<file path="src/rtl/mac_seq_ctrl_pkg.sv">
// mac_seq_ctrl_pkg: shared state encoding and widths for MAC sequencing controllers
package mac_seq_ctrl_pkg;

  localparam int DEF_DATA_WIDTH = 16;
  localparam int DEF_LEN_WIDTH  = 8;
  localparam int ACC_WIDTH      = 2 * DEF_DATA_WIDTH;

  typedef enum logic [1:0] {
    IDLE  = 2'd0,
    ACCUM = 2'd1,
    DRAIN = 2'd2,
    DONE  = 2'd3
  } seq_state_e;

  function automatic int acc_width(input int data_width);
    return 2 * data_width;
  endfunction

endpackage

</file>
<file path="src/rtl/mac_seq_ctrl.sv">
// mac_seq_ctrl: streams N operand pairs into an external MAC and returns the dot product
module mac_seq_ctrl
  import mac_seq_ctrl_pkg::*;
#(
  parameter int DATA_WIDTH = DEF_DATA_WIDTH,
  parameter int LEN_WIDTH  = DEF_LEN_WIDTH
) (
  input  logic                          clk,
  input  logic                          rst,
  input  logic                          cmd_valid,
  output logic                          cmd_ready,
  input  logic [LEN_WIDTH-1:0]          cmd_len,
  input  logic                          op_valid,
  output logic                          op_ready,
  input  logic [DATA_WIDTH-1:0]         op_a,
  input  logic [DATA_WIDTH-1:0]         op_b,
  output logic                          res_valid,
  input  logic                          res_ready,
  output logic [2*DATA_WIDTH-1:0]       res_data,
  output logic                          busy,
  output logic                          mac_rst,
  output logic [DATA_WIDTH-1:0]         mac_a,
  output logic [DATA_WIDTH-1:0]         mac_b,
  output logic [2*DATA_WIDTH-1:0]       mac_acc_in,
  input  logic [2*DATA_WIDTH-1:0]       mac_acc_out
);

  localparam int AW = acc_width(DATA_WIDTH);

  seq_state_e           state;
  logic [LEN_WIDTH-1:0] remaining;
  logic                 first;
  logic [AW-1:0]        res_q;
  logic                 cmd_fire;
  logic                 op_fire;

  // cmd_ready is masked by reset so every output except mac_rst reads 0 while held
  assign cmd_ready = rst && (state == IDLE);
  assign op_ready  = (state == ACCUM);
  assign res_valid = (state == DONE);
  assign busy      = (state != IDLE);
  assign mac_rst   = (state == IDLE) || (state == DONE);
  assign res_data  = res_q;
  assign cmd_fire  = cmd_ready && cmd_valid;
  assign op_fire   = op_ready && op_valid;

  // The MAC has no enable: bubbles feed zero operands and recirculate the accumulator
  always_comb begin
    mac_a      = op_fire ? op_a : '0;
    mac_b      = op_fire ? op_b : '0;
    mac_acc_in = ((state == ACCUM && !(op_fire && first)) || state == DRAIN) ? mac_acc_out : '0;
  end

  always_ff @(posedge clk or negedge rst) begin
    if (!rst) begin
      state     <= IDLE;
      remaining <= '0;
      first     <= 1'b0;
      res_q     <= '0;
    end else begin
      case (state)
        IDLE: if (cmd_fire) begin
          if (cmd_len == '0) begin
            res_q <= '0;
            state <= DONE;
          end else begin
            remaining <= cmd_len;
            first     <= 1'b1;
            state     <= ACCUM;
          end
        end
        ACCUM: if (op_fire) begin
          first     <= 1'b0;
          remaining <= remaining - 1'b1;
          if (remaining == LEN_WIDTH'(1)) state <= DRAIN;
        end
        DRAIN: begin
          res_q <= mac_acc_out;
          state <= DONE;
        end
        DONE: if (res_ready) state <= IDLE;
        default: state <= IDLE;
      endcase
    end
  end

endmodule

</file>
<file path="config.mk">
export PLATFORM = sky130hd
export DESIGN_NAME = mac_seq_ctrl
export DESIGN_NICKNAME = d
export VERILOG_FILES = /design/src/rtl/mac_seq_ctrl_pkg.sv /design/src/rtl/mac_seq_ctrl.sv
export SDC_FILE = /design/constraint.sdc
export NUM_CORES = 1
export LEC_CHECK = 0
export BUFFER_PORTS_ARGS = -buffer_cell sky130_fd_sc_hd__buf_2
export CORE_ASPECT_RATIO = 2
export CORE_MARGIN = 2
export CORE_UTILIZATION = 39
export CTS_CLUSTER_SIZE = 8
export DETAILED_ROUTE_END_ITERATION = 16
export PLACE_DENSITY = 0.78
export SKIP_CTS_REPAIR_TIMING = 1
export SLEW_MARGIN = 25
export SYNTH_ARGS = -nofsm -noshare
export SYNTH_HDL_FRONTEND = slang
export SYNTH_SLANG_ARGS = --single-unit
</file>
<file path="constraint.sdc">
create_clock -name clk -period 2 [get_ports clk]
set_input_delay 0.6 -clock clk [delete_from_list [all_inputs] [get_ports clk]]
set_output_delay 0.6 -clock clk [all_outputs]
set_load 0.005 [all_outputs]
</file>
==> flow_summary.toml, run 1 <==
[finish]
area_growth_pct = 54.4
nFillCells = 614
fin_util = 0.619
nets = 599
drive_gt1_frac = 0.519
fin_cells = 606
n_antenna_cell = 0
fin_area_um2 = 4260

[logic_synthesis]
yosys.area.top_type_share = 0.390
synth.yosys.seq_area_share = 0.390
synth_nets = 395
synth-seq-cells = 43
ys_types = 38
synthTopCellsByArea = "dfrtp_1, o21ai_2, and3_1"
syn_area_per_cell_um2 = 8.88
syn-instance-count = 311
yosys.area.top_type = "dfrtp_1"
mappedNetlistArea_um2 = 2760
yosysWarnings = 0

[die]
die_y_um = 123
die_w_um = 63.5
die_area_um2 = 7810
core_um2 = 6890
fp-row-count = 43
initial_utilization = 0.401
ioPinCount = 178

[timing]
rsz0062_at_grt = "yes"
period_needed_ns = 2.17
skew_ns = 0.00522
setup-tns-final_ns = -8.25
hold_viol_final = 0
maxSlewViolCount = 0
slew_headroom = 0.707
period_share = 1.09
setup_ws_ns = -0.173
worst_pin_slew_ns = 0.440
worst_hold_slack_ns = 0.136
setup_violations = 67
fmax_ghz = 0.460

[setup_path]
cp-endpoint = "mac_acc_in[17]"
crit_family = "buffers and inverters"
cp_max_fo = 32
endpoint_kind = "output port"
required_ns = 1.40
cp.depth = 6
r2r-end = "remaining[2]"
worstSetupStartpointType = "flop"
rrSetupSlack_ns = -0.02
slowest_stage = "dfrtp_1"
cpPeakStageDelay_ns = 0.39
critPathKind = "flop to output port"
path_cells = "buf_4 > ha_4 > a21oi_4 > buf_12 > nor2b_1 > buf_2"
crit_arrival_ns = 1.57
reg2reg_from = "state[1]"
startpoint = "state[0]"
worst-path-buf-inv = 3
reg2regPathDepth = 10

[place]
io_buffers = 177
gp_congestion = 0.897
preCtsSetupSlack_ns = -0.248
place_area_um2 = 3900
dp_cells = 583
dp_hpwl_um = 6660

[detailed_routing]
vias = 3087
routed_wl_um = 8950
drc = 0
dr.max_layer_used = "met4"
wl_met2_um = 5050
drtIter0Drc = 139
avgRoutedWirePerCell_um = 14.8
dr.pass1.iters = 4
met3_length_um = 497
ant_nets = 0
vias_per_cell = 5.09
wl_met1_um = 2980

[power_and_ir_drop]
p_sw_mw = 2.36
power_frac_clock = 0.143
finalPower_mw = 5.81
cellLeakagePower_nw = 2.41
power.density_nw_per_um2 = 1360
p_int_mw = 3.45
seqPwrFrac = 0.252
ir_worst_vdd_v = 0.000787
pwr-share-comb = 0.605
switching_share = 0.406

[global_routing]
grt_first_pass_wirelength_um = 12900
globalRouteOverflowTotal = 0
track_usage = 0.210
grt_max_degree = 36
antenna_found_initial = 0
grt_pass1_vias = 2898

[clock_network]
root_buffer = "clkbuf_16"
cts_max_level = 2
clkSinkCount = 43
cts_buffers = 5
clk_latency_ns = 0.29
tritoncts = "yes"
cts.path.max_buffers = 2
clk_pin_slew_worst_paths_ns = 0.07

[worst_hold_path]
min_path_type = "input pin to asynchronous set/reset pin"

[run_status]
status = "finished with violations"
violations = "setup timing"

[job]
drv_cap = 0
[cells in the final DEF, fill, tap and decap left out, drive strengths merged, types with 2 or more instances in the layout]
cell type	synthesis	final
nand2	6	6
o311ai	2	2
a32oi	3	3
a211oi	3	3
mux2i	3	3
clkbuf	14	8
and2	2	2
o211ai	2	2
dfrtp	43	43
inv	43	44
clkinvlp	0	2
buf	10	218
nand2b	2	2
a2111o	2	2
nor2b	32	32
or4	3	3
nor2	6	6
ha	7	7
nand3	42	42
o21ai	36	36
a211o	2	2
a21oi	4	4
and3	33	33
[flip-flops by register name, indices dropped and copies added (netlist names)]
| signal | count |
|---|---|
| state | 2 |
| first | 1 |
| res_data | 32 |
| remaining | 8 |
[worst min-delay path by stage]
stage	end	slack, ns
floorplan	first	0.30
CTS	first	0.12
global route	first	0.13
global placement	first	0.44
detailed placement	first	0.44
finish	first	0.14
[power groups by stage]
stage	combinational, mW	sequential, mW	clock [mW]
CTS	3.03	1.46	0.848
finish	3.51	1.47	0.828
floorplan	1.76	1.46	0
global placement	2.92	1.46	0
global route	3.86	1.50	0.885
detailed placement	3.03	1.46	0
[cells by family (layout without fill, tap and decap cells)]
family / Yosys count / after routing / share of synthesized area
flops: 43 / 43 / 0.390
simple gates: 133 / 133 / 0.280
buf+inv: 67 / 272 / 0.113
fa+ha+maj: 7 / 7 / 0.0317
compound gates: 58 / 58 / 0.174
mux: 3 / 3 / 0.0109
[synth_stat cells]
master	instances
dfrtp_1	43
inv_1	43
nand3_1	41
and3_1	33
nor2b_1	32
o21ai_2	28
clkbuf_1	14
o21ai_0	8
buf_6	7
ha_1	7
nand2_1	6
nor2_1	6
a21oi_1	4
a211oi_1	3
a32oi_1	3
mux2i_1	3
a2111o_1	2
a211o_1	2
and2_1	2
buf_4	2
nand2b_1	2
o211ai_1	2
o311ai_0	2
or4_4	2
a2111oi_0	1
a221o_1	1
and4b_1	1
buf_2	1
nand3_2	1
nand3b_1	1
nand4_1	1
nor3_1	1
nor3b_1	1
o2bb2ai_1	1
o41ai_4	1
or3_1	1
or3b_2	1
or4_1	1
[metal layers]
metal / vias up / global-route usage
met1: 1430 / 0.201
met3: 36 / 0.0346
li1: 1467 / -
met5: - / 0
met2: 154 / 0.405
met4: 0 / 0.132
[area by class of cell]
type                    instances  area, um2  area share
clock inverters                 3       23.8     0.00558
multi-input cells             201       1410       0.330
well taps                      90        113      0.0264
inverters                      43        161      0.0379
flip-flops and latches         43       1080       0.252
clock buffers                   5        125      0.0293
repair buffers                221       1360       0.319
No activity file was read; power rests on OpenSTA's default activity.
==> run 2, diff against run 1 <==
Settings changed: CORE_UTILIZATION 39 to 30, PLACE_DENSITY 0.78 to unset.
==> flow_summary.toml, run 2 (synthesis results as in run 1) <==
[run_status]
status = "finished with violations"
violations = "setup timing"

[clock_network]
cts.path.max_buffers = 2
clkSinkCount = 43
root_buffer = "clkbuf_16"
clk_latency_ns = 0.28
clk_pin_slew_worst_paths_ns = 0.06
tritoncts = "yes"
cts_buffers = 5
cts_max_level = 2

[detailed_routing]
drc = 0
dr.pass1.iters = 4
drtIter0Drc = 133
avgRoutedWirePerCell_um = 16.2
routed_wl_um = 10200
vias = 3153
vias_per_cell = 5.02
ant_nets = 0

[setup_path]
critPathKind = "flop to output port"
cp_max_fo = 8
worstSetupStartpointType = "flop"
rrSetupSlack_ns = 0.03
reg2regPathDepth = 10
reg2reg_from = "state[1]"
crit_arrival_ns = 1.58
r2r-end = "remaining[4]"
cp-endpoint = "mac_acc_in[25]"
required_ns = 1.40
startpoint = "state[0]"
endpoint_kind = "output port"

[finish]
layout_common_cells = "buf_2, dfrtp_1, inv_1, and3_1, buf_4"
fin_area_um2 = 4660
area_growth_pct = 68.9
drive_gt1_frac = 0.584
nets = 609
layout_commonest_cell = "buf_2"
largest_reg_flops = 32
seqCellArea_um2 = 1080
nFillCells = 849
multi_input_area_um2 = 1580
fin_util = 0.521
n_antenna_cell = 0

[global_routing]
grt_pass1_vias = 2959
top_usage_layer = "met2"
use_met1 = 0.162
antenna_found_initial = 0
grt_max_degree = 47
grt_util_met3 = 0.0239
track_usage = 0.170
grtUsageMet2 = 0.331
grt_first_pass_wirelength_um = 13500
globalRouteOverflowTotal = 0

[power_and_ir_drop]
ir_worst_vdd_v = 0.000687
seqPwrFrac = 0.225
pwr-share-comb = 0.632
cellLeakagePower_nw = 2.53
power.density_nw_per_um2 = 1410
p_int_mw = 3.91
p_sw_mw = 2.65
switching_share = 0.404
power_frac_clock = 0.143

[timing]
period_needed_ns = 2.18
hold_viol_final = 0
slew_headroom = 0.664
setup_violations = 69
fmax_ghz = 0.460
period_share = 1.09
worst_pin_slew_ns = 0.504
maxSlewViolCount = 0
skew_ns = 0.00405
rsz0062_at_grt = "yes"
setup_ws_ns = -0.176

[place]
gp_congestion = 0.805
place_area_um2 = 3940
dp_hpwl_um = 6920
io_buffers = 177

[die]
core_um2 = 8950
die_y_um = 140
die_area_um2 = 10000
fp-row-count = 49
initial_utilization = 0.308
die_w_um = 71.8
ioPinCount = 178

[worst_hold_path]
min_path_type = "input pin to asynchronous set/reset pin"

[job]
drv_cap = 0
-- run 2: changes by cell type in the layout (fill, tap and decap cells not counted), moves of 2 or more --
cell	previous run	this run
nand3_1	41	21
nand3_2	1	19
buf_6	4	9
clkbuf_16	8	12
buf_8	0	3
nor2b_1	32	29
buf_2	177	175
clkinvlp_4	2	0
ha_4	1	3
nand3_4	0	2
nor2b_2	0	2
o21ai_1	4	2
-- run 2: per-stage QoR --
stage               hold slack (ns)  total power, mW  TNS [ns]  setup WS [ns]  instances
floorplan                     0.304             3.22     -5.75         -0.182        311
detailed placement            0.507             4.57     -9.62         -0.296        598
global route                  0.313             7.03    -13.32         -0.236        628
global placement              0.502             4.50     -9.10         -0.270        598
finish                        0.318             6.57     -7.89         -0.176        628
CTS                           0.314             5.54    -12.87         -0.308        606
-- run 2: layout make-up --
class	count	area share
clock buffer	5	0.0268
clock inverter	3	0.00939
inverter	43	0.0346
multi-input combinational	201	0.339
sequential	43	0.231
tap	102	0.0274
timing repair buffer	231	0.332
-- run 2: layer usage --
metal | wire length, um | vias to the layer above
met4 | 386 | 0
li1 | - | 1488
met1 | 3290 | 1491
met2 | 5850 | 153
met5 | 0 | -
met3 | 623 | 21
-- run 2: critical path, stage by stage, from the launching register on --
cell     delay [ns]
dfrtp_1        0.42
inv_2          0.08
ha_4           0.18
a21oi_4        0.13
buf_12         0.14
buf_6          0.15
nor2b_1        0.05
buf_2          0.12
-- run 2: how the worst min path moves through the flow --
stage / end / slack [ns] / cells after the start
2_1_floorplan: first / 0.30 / 0
3_3_place_gp: first / 0.50 / 2
3_5_place_dp: first / 0.51 / 2
4_1_cts: state[0] / 0.31 / 2
5_1_grt: res_data[7] / 0.31 / 2
6_report: res_data[7] / 0.32 / 2
-- run 2: power groups by stage --
stage	combinational [mW]	sequential (mW)	clock (mW)
after floorplan	1.76	1.46	0
after global placement	3.03	1.47	0
after detailed placement	3.10	1.46	0
after CTS	3.11	1.46	0.968
after global routing	4.50	1.53	0.995
final	4.15	1.48	0.941
==> run 3, diff against run 2 <==
--- a/config.mk
+++ b/config.mk
@@ -12,4 +12,5 @@
 export CTS_CLUSTER_SIZE = 8
 export DETAILED_ROUTE_END_ITERATION = 16
+export GPL_TIMING_DRIVEN = 0
 export SKIP_CTS_REPAIR_TIMING = 1
 export SLEW_MARGIN = 25
==> constraint.sdc (replaced) <==
create_clock -name clk -period 2 [get_ports clk]
set_input_delay 0.1 -clock clk [delete_from_list [all_inputs] [get_ports clk]]
set_output_delay 0.1 -clock clk [all_outputs]
set_load 0.005 [all_outputs]
==> flow_summary.toml, run 3 (synthesis results as in run 1) <==
[setup_path]
reg2regPathDepth = 7
rrSetupSlack_ns = 0.11
cp-endpoint = "remaining[6]"
worstSetupStartpointType = "flop"
critPathKind = "flop to flop"
endpoint_kind = "flop"
reg2reg_from = "state[1]"
r2r-end = "remaining[6]"
required_ns = 2.15
startpoint = "state[1]"
crit_arrival_ns = 2.04
cp_max_fo = 10

[power_and_ir_drop]
cellLeakagePower_nw = 2.32
finalPower_mw = 5.60
ir_worst_vdd_v = 0.000689
power.density_nw_per_um2 = 1360

[finish]
drive_gt1_frac = 0.499
nets = 586
nFillCells = 935
fin_cells = 606
layout_commonest_cell = "buf_2"
largest_reg_flops = 32
layout_common_cells = "buf_2, inv_1, dfrtp_1, nand3_1, and3_1"
area_growth_pct = 49.1
fin_util = 0.460
fin_area_um2 = 4120

[clock_network]
cts.path.max_buffers = 2
root_buffer = "clkbuf_16"
clk_pin_slew_worst_paths_ns = 0.06
clk_latency_ns = 0.28
cts_max_level = 2
clkSinkCount = 43
cts_buffers = 5
tritoncts = "yes"

[timing]
worst_hold_slack_ns = 0.0565
fmax_ghz = 0.529
slew_headroom = 0.657
period_share = 0.945
maxSlewViolCount = 0
skew_ns = 0.00493
period_needed_ns = 1.89
rsz0062_at_grt = "no"
hold_viol_final = 0
setup_violations = 0
worst_pin_slew_ns = 0.509

[global_routing]
globalRouteOverflowTotal = 0
grt_max_degree = 48
track_usage = 0.180
antenna_found_initial = 1
grt_pass1_vias = 2897
grt_first_pass_wirelength_um = 14100

[die]
die_w_um = 71.8
ioPinCount = 178
fp-row-count = 49
die_y_um = 140
die_area_um2 = 10000
initial_utilization = 0.308
core_um2 = 8950

[place]
dp_hpwl_um = 7280
place_area_um2 = 3780
dp_cells = 590
gp_congestion = 0.775
io_buffers = 177

[detailed_routing]
dr.pass1.iters = 6
vias_per_cell = 4.91
vias = 2976
routed_wl_um = 9240
drc = 0
drtIter0Drc = 124
ant_nets = 0
avgRoutedWirePerCell_um = 15.2

[job]
drv_cap = 0

[run_status]
status = "completed"

[worst_hold_path]
min_path_type = "input pin to flop"
==> run 3: how the worst min path moves through the flow <==
stage | slack [ns] | to | from | cells past startpoint
finish | 0.06 | res_data[22] | mac_acc_out[22] | 3
global route | 0.05 | res_data[21] | mac_acc_out[21] | 3
CTS | -0.16 | res_data[23] | rst | 1
detailed placement | 0.16 | res_data[23] | rst | 1
global placement | 0.34 | res_data[30] | mac_acc_out[30] | 3
floorplan | -0.20 | first | rst | 0
==> run 3: cell type report <==
cell class              count  area (um2)  share of cell area
clock inverters             2        35.0             0.00851
well taps                 102         128              0.0310
inverters                  43         161              0.0392
clock buffers               6         139              0.0337
flip-flops and latches     43        1080               0.262
repair buffers            185         983               0.239
diodes                      1        2.50            0.000608
plain buffers              23         188              0.0456
multi-input cells         201        1400               0.341
==> run 3: report_power, final <==
part           internal, mW  total (mW)  switching [mW]  leakage (nW)
clock network         0.621       0.950           0.329        0.0869
logic                  1.50        3.20            1.70          1.66
registers              1.22        1.46           0.235         0.569
==> run 3: per-stage QoR <==
stage	setup slack, ns	setup TNS, ns
5_1_grt	0.00586	0
6_report	0.110	0
3_3_place_gp	-0.522	-28.68
2_1_floorplan	0.112	0
3_5_place_dp	-0.354	-23.70
4_1_cts	-0.671	-42.37
==> run 3: critical path, stage by stage, from the launching register on <==
cell      delay, ns
dfrtp_1        0.40
inv_2          0.08
ha_1           0.20
buf_6          0.15
and4b_1        0.38
o21ai_0        0.26
o21ai_0        0.22
a211oi_1       0.07
==> run 3: routing by layer <==
metal / part of all wire / GRT usage / wire (um)
met4: 0.014 / 0.0655 / 125
met2: 0.60 / 0.371 / 5520
met1: 0.33 / 0.163 / 3030
met5: 0 / 0 / 0
met3: 0.061 / 0.0304 / 567
